File: config.mk
export PLATFORM = sky130hd
export DESIGN_NAME = dcache_controller
export DESIGN_NICKNAME = d
export VERILOG_FILES = /design/src/rtl/dcache_pkg.sv /design/src/rtl/dcache_sram.sv /design/src/rtl/dcache_controller.sv
export SDC_FILE = /design/constraint.sdc
export NUM_CORES = 2
export LEC_CHECK = 0
export CAP_MARGIN = 0
export CORE_UTILIZATION = 61
export DETAILED_ROUTE_END_ITERATION = 12
export GPL_ROUTABILITY_DRIVEN = 0
export PLACE_DENSITY_LB_ADDON = 0.12
export SLEW_MARGIN = 20
export SYNTH_ARGS = -nofsm -noshare
export SYNTH_HDL_FRONTEND = slang
export SYNTH_HIERARCHICAL = 1
export SYNTH_SLANG_ARGS = --single-unit
File: constraint.sdc
create_clock -name clk_i -period 7.49 [get_ports clk_i]
set_input_delay 0.749 -clock clk_i [delete_from_list [all_inputs] [get_ports clk_i]]
set_output_delay 0.749 -clock clk_i [all_outputs]
set_load 0.005 [all_outputs]
File: src/rtl/dcache_pkg.sv
// Shared types, widths and address helpers for the direct-mapped data cache.
package dcache_pkg;

   localparam int NUM_LINES = 16;
   localparam int LINE_BITS = 128;
   localparam int OFFSET_W  = 4;
   localparam int INDEX_W   = 4;
   localparam int TAG_W     = 32 - INDEX_W - OFFSET_W;
   localparam int WORDS     = LINE_BITS / 32;
   localparam int WSEL_W    = OFFSET_W - 2;

   typedef enum logic [1:0] {
      IDLE,
      WB,
      REFILL
   } state_t;

   // CPU byte address viewed as its cache fields (MSB first).
   typedef struct packed {
      logic [TAG_W-1:0]   tag;
      logic [INDEX_W-1:0] index;
      logic [WSEL_W-1:0]  wsel;
      logic [1:0]         byte_off;
   } addr_fields_t;

   function automatic addr_fields_t split_addr(input logic [31:0] addr);
      return addr_fields_t'(addr);
   endfunction

   // Line-aligned memory address for a given tag/index pair.
   function automatic logic [31:0] line_addr(input logic [TAG_W-1:0]   tag,
                                             input logic [INDEX_W-1:0] index);
      return {tag, index, {OFFSET_W{1'b0}}};
   endfunction

endpackage

File: src/rtl/dcache_sram.sv
// Per-line storage: valid/dirty flags, tags and line data, read combinationally at one index.
module dcache_sram
   import dcache_pkg::*;
(
   input  logic                 clk_i,
   input  logic                 rst_i,
   input  logic [INDEX_W-1:0]   index,
   output logic                 valid,
   output logic                 dirty,
   output logic [TAG_W-1:0]     tag,
   output logic [LINE_BITS-1:0] line,
   input  logic                 word_we,
   input  logic [WSEL_W-1:0]    word_sel,
   input  logic [31:0]          word_data,
   input  logic                 line_we,
   input  logic [TAG_W-1:0]     line_tag,
   input  logic [LINE_BITS-1:0] line_data
);

   logic [NUM_LINES-1:0] valid_q;
   logic [NUM_LINES-1:0] dirty_q;
   logic [TAG_W-1:0]     tag_q  [NUM_LINES];
   logic [LINE_BITS-1:0] data_q [NUM_LINES];

   // Status flags: cleared asynchronously, set by a line install or a word store.
   always_ff @(posedge clk_i or negedge rst_i) begin
      // NOTE: sequential state uses non-blocking assignments so every flop samples pre-edge values.
      if (!rst_i) begin
         valid_q <= '0;
         dirty_q <= '0;
      end else if (line_we) begin
         valid_q[index] <= 1'b1;
         dirty_q[index] <= 1'b0;
      end else if (word_we) begin
         dirty_q[index] <= 1'b1;
      end
   end

   // Tag and data arrays: full-line install on refill, single-word merge on a store hit.
   always_ff @(posedge clk_i) begin
      // NOTE: the arrays carry no reset; the valid flag qualifies them, which keeps them RAM-mappable.
      if (line_we) begin
         tag_q[index]  <= line_tag;
         data_q[index] <= line_data;
      end else if (word_we) begin
         data_q[index][word_sel*32 +: 32] <= word_data;
      end
   end

   assign valid = valid_q[index];
   assign dirty = dirty_q[index];
   assign tag   = tag_q[index];
   assign line  = data_q[index];

endmodule

File: src/rtl/dcache_controller.sv
// Direct-mapped, write-back, write-allocate data cache between the MEM stage and line-wide memory.
module dcache_controller
   import dcache_pkg::*;
(
   input  logic                 clk_i,
   input  logic                 rst_i,
   input  logic                 cpu_req_i,
   input  logic                 cpu_we_i,
   input  logic [31:0]          cpu_addr_i,
   input  logic [31:0]          cpu_wdata_i,
   output logic [31:0]          cpu_rdata_o,
   output logic                 cpu_stall_o,
   output logic                 mem_req_o,
   output logic                 mem_we_o,
   output logic [31:0]          mem_addr_o,
   output logic [LINE_BITS-1:0] mem_wdata_o,
   input  logic [LINE_BITS-1:0] mem_rdata_i,
   input  logic                 mem_ack_i
);

   state_t               state;
   state_t               state_next;
   addr_fields_t         req;
   logic [INDEX_W-1:0]   miss_index;
   logic [TAG_W-1:0]     miss_tag;
   logic [INDEX_W-1:0]   arr_index;
   logic                 line_valid;
   logic                 line_dirty;
   logic [TAG_W-1:0]     line_tag;
   logic [LINE_BITS-1:0] line_data;
   logic                 hit;
   logic                 word_we;
   logic                 line_we;
   logic                 capture_miss;
   logic                 unused_byte_off;

   assign req             = split_addr(cpu_addr_i);
   assign unused_byte_off = ^req.byte_off;

   // While a transfer is in flight the arrays follow the latched miss index, so the victim
   // line and the install slot stay fixed even if the CPU side drops or changes its request.
   assign arr_index = (state == IDLE) ? req.index : miss_index;
   assign hit       = line_valid && (line_tag == req.tag);

   dcache_sram u_sram (
      .clk_i     (clk_i),
      .rst_i     (rst_i),
      .index     (arr_index),
      .valid     (line_valid),
      .dirty     (line_dirty),
      .tag       (line_tag),
      .line      (line_data),
      .word_we   (word_we),
      .word_sel  (req.wsel),
      .word_data (cpu_wdata_i),
      .line_we   (line_we),
      .line_tag  (miss_tag),
      .line_data (mem_rdata_i)
   );

   // State register.
   always_ff @(posedge clk_i or negedge rst_i) begin
      if (!rst_i) state <= IDLE;
      else        state <= state_next;
   end

   // Latch the missing address so memory address and install slot are stable for the whole miss.
   always_ff @(posedge clk_i or negedge rst_i) begin
      if (!rst_i) begin
         miss_index <= '0;
         miss_tag   <= '0;
      end else if (capture_miss) begin
         miss_index <= req.index;
         miss_tag   <= req.tag;
      end
   end

   // Next state, CPU-side responses and memory handshake.
   always_comb begin
      // NOTE: every output gets a default first so no path through the case infers a latch.
      state_next   = state;
      cpu_stall_o  = 1'b0;
      cpu_rdata_o  = '0;
      mem_req_o    = 1'b0;
      mem_we_o     = 1'b0;
      mem_addr_o   = '0;
      mem_wdata_o  = '0;
      word_we      = 1'b0;
      line_we      = 1'b0;
      capture_miss = 1'b0;
      unique case (state)
         IDLE: begin
            if (cpu_req_i) begin
               if (hit) begin
                  if (cpu_we_i) word_we     = 1'b1;
                  else          cpu_rdata_o = line_data[req.wsel*32 +: 32];
               end else begin
                  cpu_stall_o  = 1'b1;
                  capture_miss = 1'b1;
                  state_next   = (line_valid && line_dirty) ? WB : REFILL;
               end
            end
         end
         WB: begin
            cpu_stall_o = 1'b1;
            mem_req_o   = 1'b1;
            mem_we_o    = 1'b1;
            mem_addr_o  = line_addr(line_tag, miss_index);
            mem_wdata_o = line_data;
            if (mem_ack_i) state_next = REFILL;
         end
         REFILL: begin
            cpu_stall_o = 1'b1;
            mem_req_o   = 1'b1;
            mem_addr_o  = line_addr(miss_tag, miss_index);
            if (mem_ack_i) begin
               line_we    = 1'b1;
               state_next = IDLE;
            end
         end
         default: state_next = IDLE;
      endcase
   end

endmodule

==> results.ini <==
[worst_setup_path]
crit_path_start_kind=flip-flop
cp_max_fo=27
critPathArrivalTime_ns=6.47
crit_path_top_delay_cell=nor2_4
startpoint=state[0]
max_stage_delay_ns=0.88
endpoint_kind=primary output
rr_startpoint=state[0]
cp_data_required_time_ns=6.74
crit_chain=inv_1 > ha_2 > mux2_2 > nor2_4 > a22oi_1 > nand2_1 > xnor2_1 > nand4_1 > nor4_1 > nand4_1 > buf_4 > buf_4 > nor2b_1 > clkdlybuf4s50_1
criticalPathCategory=reg -> out
path_delay_family=simple AND/OR/NAND/NOR gates
timing.critical_path.buf_inv=4

[clock_network]
clock_latency_ns=0.84
cts_buffer_depth=3
htreeDepth=4
clock-sinks=2494
ctsRootBufferMaster=clkbuf_16
numCtsBuffers=235
cts.clk_slew.worst_paths_ns=0.06
cts_tree=done
hold_buffers=0
cts_resized=0
postCtsSetupBuffers=0

[timing]
setup_viol=0
whs_ns=0.106
period_minus_slack_ns=7.22
relSlewSlack=0.158
fmax_ghz=0.139
tightestPinTransition_ns=1.26
skew_ns=0.0376
rsz0062_at_grt=no
finalHoldViolations=0
worst_slack_ns=0.274
final.setup.tns_ns=0
final-max-slew-violation-count=0
post-route-period-util=0.963

[routing]
wl_per_cell_um=37.8
vias_per_cell=6.99
ant_nets=0
dr_total_vias=51100
drt-initial-drc-count=7448
wl_um=276000
dr.pass1.iters=5
drc=0

[floorplanning]
initial_core_util=0.616
die_w_um=402
die_h_um=402
dieArea_mm2=0.162
pin_count=392
core_area_mm2=0.159
rows=146

[layout]
fin_area_mm2=0.113
layout-drive-gt1-share=0.245
nNetsFinal=5230
fillCellCount=9381
syn2layout_area_growth_pct=15.4

[placed_design]
place_ws_ns=0.809
place_hpwl_um=160000
postPlaceCellArea_mm2=0.105
portBuffers=385

[logic_synthesis]
async_reset_ff_frac=0.0249
synth.most_common_cell=edfxtp_1
synthTopCellsByCount=edfxtp_1, mux4_2, a22oi_1, nand2_1, and2_1
yosysUniqueCellTypes=47
ys_ff_latch=2494
synth_cells=4516
synthFlopType=edfxtp_1
synth_area_per_cell_um2=21.6
ys_seq_area_frac=0.763
synth_area_leader_cell=edfxtp_1
ys_warn_count=6
syn_area_mm2=0.0978
yosysTopAreaCellShare=0.747
synthTopCellsByArea=edfxtp_1, mux4_2, a22oi_1
synth_edf_count=2432

[flow_run]
cap_violations=0

[hold_path]
hold_path_class=in -> async

[power]
vdd_drop_max_mv=0.346
p_leak_nw=35.8
power_mw=41.0
p_per_area_mw_per_mm2=363

[global_routing]
grt_pass1_wl_um=381000
gr-total-overflow=0
grt_pass1_vias=50500
grt_max_degree=115
antenna_found_initial=42
grt_use_total=0.344

[run_status]
status=finished, final reports clean

-- sequential cells by signal (all words and copies together) (netlist names), named ones only --
register	cells
miss_tag	24
state	2
u_sram/data_q	2048
miss_index	4
u_sram/tag_q	384
u_sram/valid_q	16
-- cells in the final DEF, fill, tap and decap left out, drive strengths merged, types with 11 or more instances in the layout --
master,instances
clkinv,111
or2,16
buf,176
and3,13
a31oi,13
clkbuf,304
mux2,33
mux4,648
a21oi,11
clkdlybuf4s50,380
diode,17
dfrtp,62
xnor2,21
a22o,128
edfxtp,2432
a22oi,333
nand2,171
nor2,111
and2,138
nor2b,38
-- report_power, final --
part           internal (mW)  leakage, nW  switching, mW
sequential              16.5         22.7          0.481
clock                   6.23         3.53           5.01
combinational           4.71         9.62           8.08
total                   27.4         35.8           13.6
-- through the flow --
stage / instances / utilization
after floorplan: 4519 / -
after global placement: 6857 / 0.664
after detailed placement: 6857 / 0.664
after CTS: 7291 / 0.710
after global routing: 7294 / 0.710
final: 7310 / 0.710
-- area by class of cell --
cell class | instances | area, um^2 | share of cell area
flip-flops and latches | 2494 | 74600 | 0.661
multi-input cells | 1730 | 22400 | 0.199
clock buffers | 304 | 6280 | 0.0557
repair buffers | 556 | 5830 | 0.0517
well taps | 2072 | 2590 | 0.0230
clock inverters | 130 | 971 | 0.00861
diodes | 17 | 42.5 | 0.000377
inverters | 7 | 26.3 | 0.000233
-- metal layers --
layer / part of all wire / up-vias / global-route usage
li1: - / 20100 / -
met1: 0.36 / 26900 / 0.479
met2: 0.45 / 3636 / 0.502
met3: 0.15 / 526 / 0.120
met4: 0.047 / 28 / 0.145
met5: 0.00066 / - / 0
-- cells by family after synthesis --
kind of cell,count (synthesis),share of synthesized area
compound gates,492,0.0391
other cells,1,0.0000384
simple gates,518,0.0264
mux,682,0.154
flops,2494,0.763
fa+ha+maj,9,0.00115
buf+inv,296,0.0143
xor+xnor,24,0.00215
-- worst register-to-register path: stages (launching register included) --
cell	delay [ns]
dfrtp_1	0.45
inv_1	0.15
ha_2	0.43
mux2_2	0.50
nor2_4	0.89
a22oi_1	0.27
nand2_1	0.19
xnor2_1	0.25
nand4_1	0.22
nor4_4	0.50
nand3_1	0.16
nor2_2	0.16
buf_4	0.28
nor4bb_1	0.40
and3b_1	0.30
buf_12	0.24
a22o_1	0.60
-- worst paths after layout --
path,to,slack (ns),cells past startpoint
max,cpu_rdata_o[21],0.27,14
min,miss_tag[16],0.11,2
max reg2reg,u_sram/data_q[5][119],1.21,16
min reg2reg,u_sram/valid_q[15],0.47,1
max in group asynchronous,u_sram/valid_q[1],6.77,2
min in group clk_i,u_sram/valid_q[15],0.47,1
Note: power is estimated with default switching activity, not from simulation.
==> variant: new RTL, same settings <==
Reset style: synchronous (`rst_i`), changed in 3 clocked blocks. Comments in the files are not updated.
--- a/src/rtl/dcache_sram.sv
+++ b/src/rtl/dcache_sram.sv
@@ -23,7 +23,7 @@
    logic [LINE_BITS-1:0] data_q [NUM_LINES];
 
    // Status flags: cleared asynchronously, set by a line install or a word store.
-   always_ff @(posedge clk_i or negedge rst_i) begin
+   always_ff @(posedge clk_i) begin
       // NOTE: sequential state uses non-blocking assignments so every flop samples pre-edge values.
       if (!rst_i) begin
          valid_q <= '0;
--- a/src/rtl/dcache_controller.sv
+++ b/src/rtl/dcache_controller.sv
@@ -59,13 +59,13 @@
    );
 
    // State register.
-   always_ff @(posedge clk_i or negedge rst_i) begin
+   always_ff @(posedge clk_i) begin
       if (!rst_i) state <= IDLE;
       else        state <= state_next;
    end
 
    // Latch the missing address so memory address and install slot are stable for the whole miss.
-   always_ff @(posedge clk_i or negedge rst_i) begin
+   always_ff @(posedge clk_i) begin
       if (!rst_i) begin
          miss_index <= '0;
          miss_tag   <= '0;
Function: not settled (the Yosys comparison gave no result); the edit may change what the design does.
==> variant against the original RTL <==
- setup slack got worse by 0.097 ns
- count of clock-buffer cells in the layout grew 12
- die area down 0.10%
- global-route usage increased by 0.19 points
- critical endpoint is now cpu_rdata_o[17]
- synthesized area fell by 0.10%
- non-clock buffer count shrank 7
- clock skew shrank 0.0084 ns
- design area shrank 0.42%
- wire length grew 0.36%
- via count is 0.81% higher
- sequential cell count did not move
Power is not compared: it rests on default switching activity, and its combinational part moved more than twofold at a synthesized area within 25%.
==> variant: results <==
set metrics [dict create \
    status "completed" \
    root_buffer "clkbuf_16" \
    antenna_found_initial 40 \
    hp-start "u_sram/valid_q[14]" \
    grt_pass1_wl_um 383000 \
    slowest_delay_ns 0.85 \
    dpl.cell_count 6910 \
    yosysUniqueCellTypes 44 \
    p_sw_mw 7.33 \
    synth_xor_area_share_pct 0.215 \
    nets 5282 \
    ir_drop_v 0.000241 \
    synth_compound_area_share_pct 4.01 \
    syn_area_per_cell_um2 21.3 \
    fin_skew_ns 0.0292 \
    routed_wl_um 277000 \
    track_usage_pct 34.6 \
    min_path_cells 1 \
    synth_common_cells "2432 x edfxtp_1, 648 x mux4_2, 332 x a22oi_1" \
    rr_worst_depth 16 \
    rrSetupSlack_ns 0.84 \
    synth_enable_flop_cells 2432 \
    reg_top3 "u_sram/data_q (2048), u_sram/tag_q (384), miss_tag (24)" \
    cts_buffers 236 \
    yosys_warnings 6 \
    placed_cell_area_um2 105000 \
    synthArstFlopShare_pct 0 \
    yosys-top-cells-area "edfxtp_1 75%, mux4_2 15%, a22oi_1 2.6%, dfxtp_1 1.3%, a22o_1 1.1%" \
    crit_family "buffers and inverters" \
    worstSkewPairLatency_ns 0.87 \
    drt_first_pass_iters 7 \
    rr_endpoint "u_sram/data_q[10][126]" \
    drt_iter0_drc 6976 \
    clk_path_buf_depth 3 \
    viasPerCell 6.99 \
    hp-class "flip-flop to flip-flop" \
    seq_area_frac_synth_pct 76.1 \
    worstMarginPinSlew_ns 1.21 \
    portBuffers 385 \
    grt_pass1_vias 50300 \
    slowest_stage "mux2_8" \
    hold_end "u_sram/valid_q[14]" \
    grt_start_max_net_pins 121 \
    synthAdderAreaFrac_pct 0.115 \
    num_vias 51500 \
    post-place-ws_ns 0.706 \
    htree_num_levels 4 \
    critPathMaxFanout 108 \
    power.leakage_nw 35.2 \
    place_hpwl_um 162000 \
    synth.mux.area_fraction_pct 15.3 \
    ys.flop_type "edfxtp_1" \
    worstReg2RegStart "state[0]" \
    drive_above_1_share_pct 23.7 \
    cts.clk_slew.worst_paths_ns 0.06 \
]
[variant: final cells by class]
cell class                 count  area [um2]
sequential                  2494       74300
fill                        9504       46400
multi-input combinational   1788       22600
clock buffer                 316        6360
timing repair buffer         549        5410
tap                         2072        2590
clock inverter               116         951
antenna                       27        67.6
inverter                       7        26.3
[variant: logic make-up after synthesis]
logic type,after synthesis
compound gates,505
mux,682
fa+ha+maj,9
xor+xnor,24
buf+inv,306
other cells,1
simple gates,564
flops,2494
[variant: worst max-delay path by stage]
stage          slack [ns]                     end  cells past startpoint           from
2_1_floorplan        1.60   u_sram/data_q[6][100]                     20       state[0]
3_3_place_gp         0.77    u_sram/data_q[10][9]                     16  cpu_addr_i[4]
3_5_place_dp         0.71  u_sram/data_q[10][117]                     15  cpu_addr_i[4]
4_1_cts              0.01         cpu_rdata_o[30]                     13       state[1]
5_1_grt              0.03         cpu_rdata_o[30]                     13       state[1]
6_report             0.18         cpu_rdata_o[17]                     12       state[0]
[variant: power by group through the flow]
stage	Sequential (mW)	Combinational [mW]	Clock, mW
final	15.6	3.50	11.3
after global routing	15.6	3.61	12.0
after floorplan	15.8	2.00	0
after global placement	15.8	3.42	0
after CTS	15.6	3.46	11.4
after detailed placement	15.8	3.45	0
[variant: routing by layer]
metal	vias up	global-route usage, %	part of all wire, %
met3	526	8.95	12
met4	20	18.0	5.6
li1	20300	-	-
met2	3556	51.2	46
met1	27100	48.2	36
met5	-	0	0.050
[variant: timing repair]
item                       4_1_cts  5_1_grt
gates resized for setup          0        2
setup endpoints to repair        0       26
setup buffers                    0        0
[variant: stage by stage]
stage / hold slack, ns / power [mW]
global placement: 0.441 / 19.3
CTS: 0.457 / 30.5
detailed placement: 0.450 / 19.3
floorplan: 0.435 / 17.8
global route: 0.474 / 31.1
finish: 0.461 / 30.4
[variant: worst reg2reg max path, cell delays in order, from the launching register on]
cell and delay, ns:
dfxtp_1 0.42, inv_1 0.12, ha_2 0.31, mux2_8 0.86, buf_4 0.46, mux4_2 0.33
a22oi_1 0.20, nand2_1 0.15, xnor2_1 0.34, nand4_1 0.18, nor4_1 0.56, nand2_1 0.20
nor2_2 0.54, buf_4 0.25, a21oi_4 0.24, nor2_4 0.76, buf_4 0.41
